[config.mk]
export PLATFORM = sky130hd
export DESIGN_NAME = ft600_tx_buffer_flat
export DESIGN_NICKNAME = d
export VERILOG_FILES = /design/src/rtl/ft600_tx_buffer_if.sv /design/src/rtl/ft600_tx_buffer.sv /design/src/flat_wrapper.sv
export SDC_FILE = /design/constraint.sdc
export NUM_CORES = 1
export LEC_CHECK = 0
export ABC_AREA = 1
export BUFFER_PORTS_ARGS = -buffer_cell sky130_fd_sc_hd__buf_2
export CAP_MARGIN = 20
export CELL_PAD_IN_SITES_DETAIL_PLACEMENT = 2
export CELL_PAD_IN_SITES_GLOBAL_PLACEMENT = 2
export CORE_MARGIN = 5
export CORE_UTILIZATION = 47
export DETAILED_ROUTE_END_ITERATION = 16
export GPL_TIMING_DRIVEN = 0
export PLACE_DENSITY_LB_ADDON = 0.1
export SYNTH_ARGS = -nofsm -noshare
export SYNTH_HDL_FRONTEND = slang
export SYNTH_SLANG_ARGS = --single-unit
[constraint.sdc]
create_clock -name CLK -period 7.09 [get_ports CLK]
set_input_delay 1.418 -clock CLK [delete_from_list [all_inputs] [get_ports CLK]]
set_output_delay 1.418 -clock CLK [all_outputs]
set_load 0.02 [all_outputs]
[src/rtl/ft600_tx_buffer_if.sv]
// Producer-side and bus-side signals of the FT600 transmit staging FIFO.
// master: the user producer plus the FT600 bus interface. slave: the buffer.
interface ft600_tx_buffer_if #(
    parameter int WIDTH = 16,
    parameter int DEPTH = 16
);
    localparam int CW = $clog2(DEPTH) + 1;

    logic             enq_valid;
    logic [WIDTH-1:0] enq_data;
    logic             enq_ready;
    logic             usb_deq;
    logic [WIDTH-1:0] usb_data;
    logic             usb_fifo_empty;
    logic [CW-1:0]    count;
    logic             underflow_err;

    modport master (
        output enq_valid, enq_data, usb_deq,
        input  enq_ready, usb_data, usb_fifo_empty, count, underflow_err
    );

    modport slave (
        input  enq_valid, enq_data, usb_deq,
        output enq_ready, usb_data, usb_fifo_empty, count, underflow_err
    );
endinterface

[src/rtl/ft600_tx_buffer.sv]
// Transmit staging FIFO for the FT600 bus interface. Words are held back
// (usb_fifo_empty=1) until a full burst is buffered or a partial burst has
// waited FLUSH_CYCLES, then drained first-word-fall-through until empty.
module ft600_tx_buffer #(
    parameter int DEPTH        = 16,
    parameter int WIDTH        = 16,
    parameter int BURST        = 4,
    parameter int FLUSH_CYCLES = 64
) (
    input  logic                   CLK,
    input  logic                   RST,
    ft600_tx_buffer_if.slave       bus
);
    localparam int AW = $clog2(DEPTH);
    localparam int CW = AW + 1;
    localparam int TW = $clog2(FLUSH_CYCLES) + 1;

    typedef enum logic [1:0] {IDLE, FILL, DRAIN} state_t;

    logic [WIDTH-1:0] mem [DEPTH];
    logic [AW-1:0]    wr_ptr, rd_ptr;
    logic [CW-1:0]    count_q, count_next;
    logic [TW-1:0]    timer_q, timer_next;
    state_t           state_q, state_next;
    logic             underflow_q;
    logic             do_enq, do_deq;

    // All outputs come from registered state; usb_deq only feeds next-state logic.
    assign bus.enq_ready      = (count_q != CW'(DEPTH));
    assign bus.usb_fifo_empty = (state_q != DRAIN);
    assign bus.usb_data       = mem[rd_ptr];
    assign bus.count          = count_q;
    assign bus.underflow_err  = underflow_q;

    assign do_enq = bus.enq_valid && bus.enq_ready;
    assign do_deq = bus.usb_deq && (state_q == DRAIN);

    // Post-edge occupancy; enq+deq together leaves it unchanged.
    always_comb begin
        count_next = count_q;
        case ({do_enq, do_deq})
            2'b10:   count_next = count_q + 1'b1;
            2'b01:   count_next = count_q - 1'b1;
            default: count_next = count_q;
        endcase
    end

    // Burst gating: hold words until BURST are buffered or the flush timer expires.
    always_comb begin
        state_next = state_q;
        timer_next = timer_q;
        case (state_q)
            IDLE: begin
                if (do_enq) begin
                    timer_next = '0;
                    state_next = (count_next >= CW'(BURST)) ? DRAIN : FILL;
                end
            end
            FILL: begin
                if (timer_q != '1)
                    timer_next = timer_q + 1'b1;
                if (count_next >= CW'(BURST) || timer_q == TW'(FLUSH_CYCLES - 1))
                    state_next = DRAIN;
            end
            DRAIN: begin
                if (count_next == '0)
                    state_next = IDLE;
            end
            default: state_next = IDLE;
        endcase
    end

    // Storage array; contents need no reset since count gates their use.
    always_ff @(posedge CLK) begin
        if (do_enq)
            mem[wr_ptr] <= bus.enq_data;
    end

    // Pointers, occupancy, FSM, timer and the sticky underflow flag.
    always_ff @(posedge CLK) begin
        if (RST) begin
            wr_ptr      <= '0;
            rd_ptr      <= '0;
            count_q     <= '0;
            state_q     <= IDLE;
            timer_q     <= '0;
            underflow_q <= 1'b0;
        end else begin
            if (do_enq) wr_ptr <= wr_ptr + 1'b1;
            if (do_deq) rd_ptr <= rd_ptr + 1'b1;
            count_q <= count_next;
            state_q <= state_next;
            timer_q <= timer_next;
            if (bus.usb_deq && bus.usb_fifo_empty)
                underflow_q <= 1'b1;
        end
    end
endmodule

[src/flat_wrapper.sv]
// flat-port wrapper written by rule: the top's interface ports become plain ports
module ft600_tx_buffer_flat 
#(
    parameter int DEPTH        = 16,
    parameter int WIDTH        = 16,
    parameter int BURST        = 4,
    parameter int FLUSH_CYCLES = 64
)
  (CLK, RST, bus_enq_valid, bus_enq_data, bus_usb_deq, bus_enq_ready, bus_usb_data, bus_usb_fifo_empty, bus_count, bus_underflow_err);
  ft600_tx_buffer_if #(.WIDTH(WIDTH), .DEPTH(DEPTH)) bus_i ();
  input  logic CLK;
  input  logic RST;
  input wire logic [$bits(bus_i.enq_valid)-1:0] bus_enq_valid;
  input wire logic [$bits(bus_i.enq_data)-1:0] bus_enq_data;
  input wire logic [$bits(bus_i.usb_deq)-1:0] bus_usb_deq;
  output wire logic [$bits(bus_i.enq_ready)-1:0] bus_enq_ready;
  output wire logic [$bits(bus_i.usb_data)-1:0] bus_usb_data;
  output wire logic [$bits(bus_i.usb_fifo_empty)-1:0] bus_usb_fifo_empty;
  output wire logic [$bits(bus_i.count)-1:0] bus_count;
  output wire logic [$bits(bus_i.underflow_err)-1:0] bus_underflow_err;
  assign bus_i.enq_valid = bus_enq_valid;
  assign bus_i.enq_data = bus_enq_data;
  assign bus_i.usb_deq = bus_usb_deq;
  assign bus_enq_ready = bus_i.enq_ready;
  assign bus_usb_data = bus_i.usb_data;
  assign bus_usb_fifo_empty = bus_i.usb_fifo_empty;
  assign bus_count = bus_i.count;
  assign bus_underflow_err = bus_i.underflow_err;
  ft600_tx_buffer #(.DEPTH(DEPTH), .WIDTH(WIDTH), .BURST(BURST), .FLUSH_CYCLES(FLUSH_CYCLES)) u_core (.CLK(CLK), .RST(RST), .bus(bus_i));
endmodule
**Word-level counts from Yosys, hierarchy flattened**

Memory sizes are Yosys's and may differ from the RTL's. A register that Yosys moved wholly into a read port is not among the register bits.
Cells that the tools add are included.

- $add $sub $neg: 5
- $lt $le $gt $ge: 1
- Equality and inequality tests: 12
- Multiplexer cells: 13
- Reduce and logical (&&, ||, !) cells: 9

Operators with widths:

| kind | count |
|---|---|
| 7-bit two-way mux | 2 |
| 7-bit case mux with 2 select lines | 1 |
| 5-bit case mux with 2 select lines | 1 |
| 4-bit by 1-bit adder with 4-bit output, second input constant | 2 |
| 2-bit two-way mux | 4 |
| 4-bit two-way mux | 2 |
| 7-bit by 1-bit adder with 7-bit output, second input constant | 1 |
| 7-bit by 6-bit equality test with 1-bit output, second input constant | 1 |
| 7-bit != test, second input constant | 1 |
| 2-bit by 1-bit != test with 1-bit output, second input constant | 3 |
| 2-bit case mux with 3 select lines | 1 |
| 3-bit AND reduction | 2 |
| 5-bit by 1-bit adder with 5-bit output, second input constant | 1 |
| 5-bit by 3-bit >= comparator with 1-bit output, second input constant | 1 |
| 5-bit logical NOT | 1 |
| 5-bit != test, second input constant | 1 |
| 5-bit by 1-bit subtractor with 5-bit output, second input constant | 1 |
| 2-bit by 1-bit equality test with 1-bit output, second input constant | 2 |
| 2-bit equality test, second input constant | 2 |
| 2-bit != test, second input constant | 2 |
| 1-bit logical AND | 3 |
| 2-bit logical NOT | 1 |
| 1-bit two-way mux | 2 |
| 2-bit nonzero test | 1 |
| 1-bit logical OR | 1 |

- Register bits: 23
- Memory bits (writable): 256
- Word-level logic and storage cells: 47
- Memories kept: 1

Memory list:

| memory | words | width | read ports | clocked after memory_dff | write ports | RTL line | text |
|---|---|---|---|---|---|---|---|
| u_core.mem | 16 | 16 | 1 | 1 | 1 | ft600_tx_buffer.sv:20 | `logic [WIDTH-1:0] mem [DEPTH];` |

**Depth between registers and ports, before layout**

- Depth in word-level cells: 8
- Gate-level depth with buffers: 21

**Worst setup path after synthesis**

No wires, ideal clock.

- Path kind: input-to-reg
- From: in bus_usb_deq
- To: reg u_core.state_q[1]
- Arrival time: 3072 ps
- Path slack: 3908 ps
- Stages on the path: 16
- Path buffers: 0
- Cells stage by stage: nand2_1 inv_1 ha_1 ha_1 inv_1 o21bai_1 inv_1 nand2_1 nand2_1 nand3_1 nand2_2 nand4_2 and2_4 nand2_2 nor2_2 nor2_2

- Longest elaborated chain between the ends: 7
- Elaborated cells between the ends (all ways): 13
- Those cells by class: 1 x order compare; 4 x eq/ne; 4 x mux; 4 x reduce/logical

Ends and longest elaborated chain:

| element | RTL line | text |
|---|---|---|
| start: declaration | flat_wrapper.sv:15 | `input wire logic [$bits(bus_i.usb_deq)-1:0] bus_usb_deq;` |
| 1-bit logical AND (*) | ft600_tx_buffer.sv:36 | `assign do_deq = bus.usb_deq && (state_q == DRAIN);` |
| 2-bit by 1-bit equality test with 1-bit output or 2-bit equality test (tied branches) | ft600_tx_buffer.sv:41 | `case ({do_enq, do_deq})` |
| 5-bit case mux with 2 select lines (*) | ft600_tx_buffer.sv:41 |  |
| 5-bit by 3-bit >= comparator with 1-bit output | ft600_tx_buffer.sv:56, ft600_tx_buffer.sv:62 |  |
| 2-bit two-way mux or 1-bit logical OR (tied branches) | ft600_tx_buffer.sv:56, ft600_tx_buffer.sv:62 |  |
| 2-bit two-way mux or 2-bit by 1-bit != test with 1-bit output (tied branches) | - |  |
| 2-bit case mux with 3 select lines or 3-bit AND reduction (tied branches) | - |  |
| end signal: assignment | ft600_tx_buffer.sv:92 | `state_q <= state_next;` |
| end: declaration | ft600_tx_buffer.sv:24 | `state_t state_q, state_next;` |

Mark *: on every way between the ends. The rest lies on a longest branch, timed or not. The select of a mux whose other input is x is not followed.
A chain may end at the register's enable or synchronous reset.

==> flow_metrics.py <==
metrics = {
    "outcome": {
        "status": "finished, final reports clean",
    },
    "grt": {
        "grt_pass1_wl_um": 62600,
        "grt_usage_pct": 30.2,
        "antenna_found_initial": 0,
        "grt-ovfl-total": 0,
        "grt_pass1_vias": 9239,
        "grt_max_degree": 17,
    },
    "worst_setup_path": {
        "cp_cell_sequence": "buf_2, buf_1, a21oi_1, o21ai_0, o211ai_1, nand3_1, nand2_1, buf_2",
        "worst_path_max_delay_cell": "buf_1",
        "cp-start-kind": "register",
        "arrival_ns": 2.95,
        "slowest_delay_ns": 0.66,
        "crit_type": "reg2out",
        "crit_fanout": 10,
        "critPathRequiredTime_ns": 5.67,
        "path_buf_inv": 3,
        "worst_path_most_repeated_cell": "buf_2",
        "crit_family": "buffers and inverters",
        "end_kind": "output pin",
    },
    "logic_synthesis": {
        "syn_area_mm2": 0.0117,
        "syn_area_per_cell_um2": 13.3,
        "synth_seq_cells": 283,
        "yosys_warnings": 0,
        "ys_seq_area_share_pct": 70.3,
        "yosysUniqueCellTypes": 38,
        "synth_nets": 912,
        "synth_cells": 882,
    },
    "cts": {
        "cts_resized": 0,
        "cts_buffer_depth": 3,
        "post_cts_buffers": 0,
        "clock_latency_ns": 0.56,
        "cts_hold_buffers": 0,
        "clkTransAtPathRegs_ns": 0.06,
        "tritoncts": "built",
        "numCtsBuffers": 30,
        "cts-htree-levels": 1,
        "clock_sinks": 283,
        "cts-root-buf": "clkbuf_16",
    },
    "finish": {
        "layout_common_cells": "edfxtp_1, inv_1, a21oi_1",
        "utilization_pct": 55.6,
        "final_nets": 1002,
        "antennaDiodeCount": 0,
        "final_layout_size_suffix_gt1_share_pct": 16.9,
        "final_common_cell": "edfxtp_1",
        "final_cells": 1319,
        "syn_to_final_growth_pct": 15.9,
        "final_area_mm2": 0.0136,
    },
    "floorplanning": {
        "die_h_um": 168,
        "die-area_mm2": 0.0282,
        "num_rows": 57,
        "io_pins": 44,
        "die_w_um": 168,
        "initial_utilization_pct": 48.0,
        "core_mm2": 0.0244,
    },
    "timing": {
        "holdWs_ns": 0.467,
        "slew_violations": 0,
        "relSlewSlack_pct": 46.2,
        "worst_pin_slew_ns": 0.807,
        "hold_viol_final": 0,
        "min_period_ns": 4.37,
        "rsz0062_at_grt": "false",
        "finalCritPeriodShare_pct": 61.6,
        "setup_viol": 0,
        "tns_ns": 0,
        "fmax_mhz": 229,
        "clock_skew_ns": 0.0175,
    },
    "detailed_routing": {
        "totalWireLength_um": 42600,
        "vias_per_cell": 6.18,
        "wl_per_cell_um": 32.3,
        "remaining_drc_errors": 0,
        "vias": 8151,
        "drt_iter0_markers": 834,
        "drtAntennaViolNets": 0,
        "dr.pass1.iters": 5,
    },
    "place": {
        "routabilityCongestion": 0.837,
        "place_inst": 1264,
        "dpl-instance-area_mm2": 0.0127,
        "port-buffer-count": 42,
        "hpwl_um": 28000,
    },
    "hold_path": {
        "hold_class": "reg2reg",
    },
    "power_and_ir_drop": {
        "leakagePower_nw": 4.69,
        "powerDensity_mw_per_mm2": 333,
        "irDropWorstVdd_mv": 0.201,
    },
    "run": {
        "drv_cap": 0,
    },
}
-- cells in the mapped netlist --
library cell    n  area (µm²)
o21ai_1         6        30.0
buf_1           5        18.8
xor2_1          1        8.76
o21ai_0        77         385
nand2_1        52         195
a21oi_1        79         395
nor2_2          6        37.5
inv_1          93         349
o21ai_2         1        8.76
nand4_4         1        21.3
a211oi_1        1        7.51
and2_4          1        8.76
a2111oi_0       1        8.76
dfxtp_1        27         541
nand2_2         6        37.5
mux2i_1        65         651
nor3_2          1        10.0
buf_4           2        15.0
nand4_2         2        25.0
nand2_4         2        22.5
nand4_1         4        25.0
or2_1           1        6.26
nor2_1         34         128
xnor2_1         2        17.5
ha_1           10         125
clkbuf_1       23        86.3
edfxtp_1      256        7690
buf_2          12        60.1
nand3_2         6        60.1
o211ai_1       64         480
o21bai_1        1        7.51
buf_6           4        45.0
nor3_1          2        10.0
nor3b_4         1        18.8
nand3_4         1        17.5
inv_4           1        6.26
nand3_1        25         125
inv_2           6        22.5
-- logic make-up after synthesis --
kind of cell | after synthesis | share of synthesized area (%)
AO/OA/AOI/OAI | 230 | 11.3
XOR/XNOR | 3 | 0.225
AND/OR/NAND/NOR | 145 | 6.39
flip-flops | 283 | 70.3
multiplexers | 65 | 5.56
buffers and inverters | 146 | 5.15
adder cells (fa/ha/maj) | 10 | 1.07
-- where the power goes --
group          internal (W)  switching (W)  leakage, nW  total (W)
registers           0.00189      0.0000495         2.53    0.00194
logic              0.000317       0.000749         1.70    0.00107
clock network      0.000841       0.000670        0.452    0.00151
-- layout make-up --
type                    instances  area [µm²]
repair buffers                 58         500
inverters                     100         378
flip-flops and latches        283        8230
multi-input cells             453        2910
clock inverters                 9        41.3
well taps                     324         405
clock buffers                  46         872
plain buffers                  46         225
fillers                      2285       10800
-- worst reg2reg max path, cell delays in order (launching register included) --
cell and delay, ns:
dfxtp_1 0.35, inv_2 0.09, nor2_1 0.22, nand2_1 0.19, inv_1 0.18, ha_1 0.30
nor2_1 0.09, nor2_2 0.17, ha_1 0.19, inv_1 0.07, nand2_1 0.13, nand3_2 0.10
nand2_1 0.07, nand2_1 0.05, nand3_1 0.08, nand2_2 0.10, nand4_2 0.12, and2_4 0.16
nand2_2 0.05, nor2_2 0.10, nor2_2 0.05
-- state kept, by name, summed over array words and instances (netlist names), named ones only --
register and count:
u_core.bus.underflow_err 1, u_core.timer_q 7, u_core.bus.count 5, u_core.wr_ptr 4
u_core.mem 256, u_core.rd_ptr 4, u_core.state_q 2
-- worst paths after layout --
path / startpoint / to / slack (ns) / cells past startpoint
min: u_core.rd_ptr[3] / register / 0.47 / 1
max: register / bus_usb_data[1] / 2.72 / 8
max reg2reg: u_core.state_q[1] / u_core.state_q[1] / 4.12 / 20
min reg2reg: u_core.rd_ptr[3] / register / 0.47 / 1
-- metal layers --
metal	share of wire (%)	global-route usage (%)
met1	37	36.4
met5	0	0
met3	6.6	4.92
met4	4.6	12.9
met2	52	53.7
-- per-stage QoR --
| step | setup slack (ns) | power, W |
|---|---|---|
| CTS | 2.75 | 0.00452 |
| detailed placement | 3.36 | 0.00301 |
| global placement | 3.35 | 0.00289 |
| floorplan | 3.91 | 0.00260 |
| finish | 2.72 | 0.00452 |
| global route | 2.68 | 0.00468 |
Note: power is estimated with default switching activity, not from simulation.
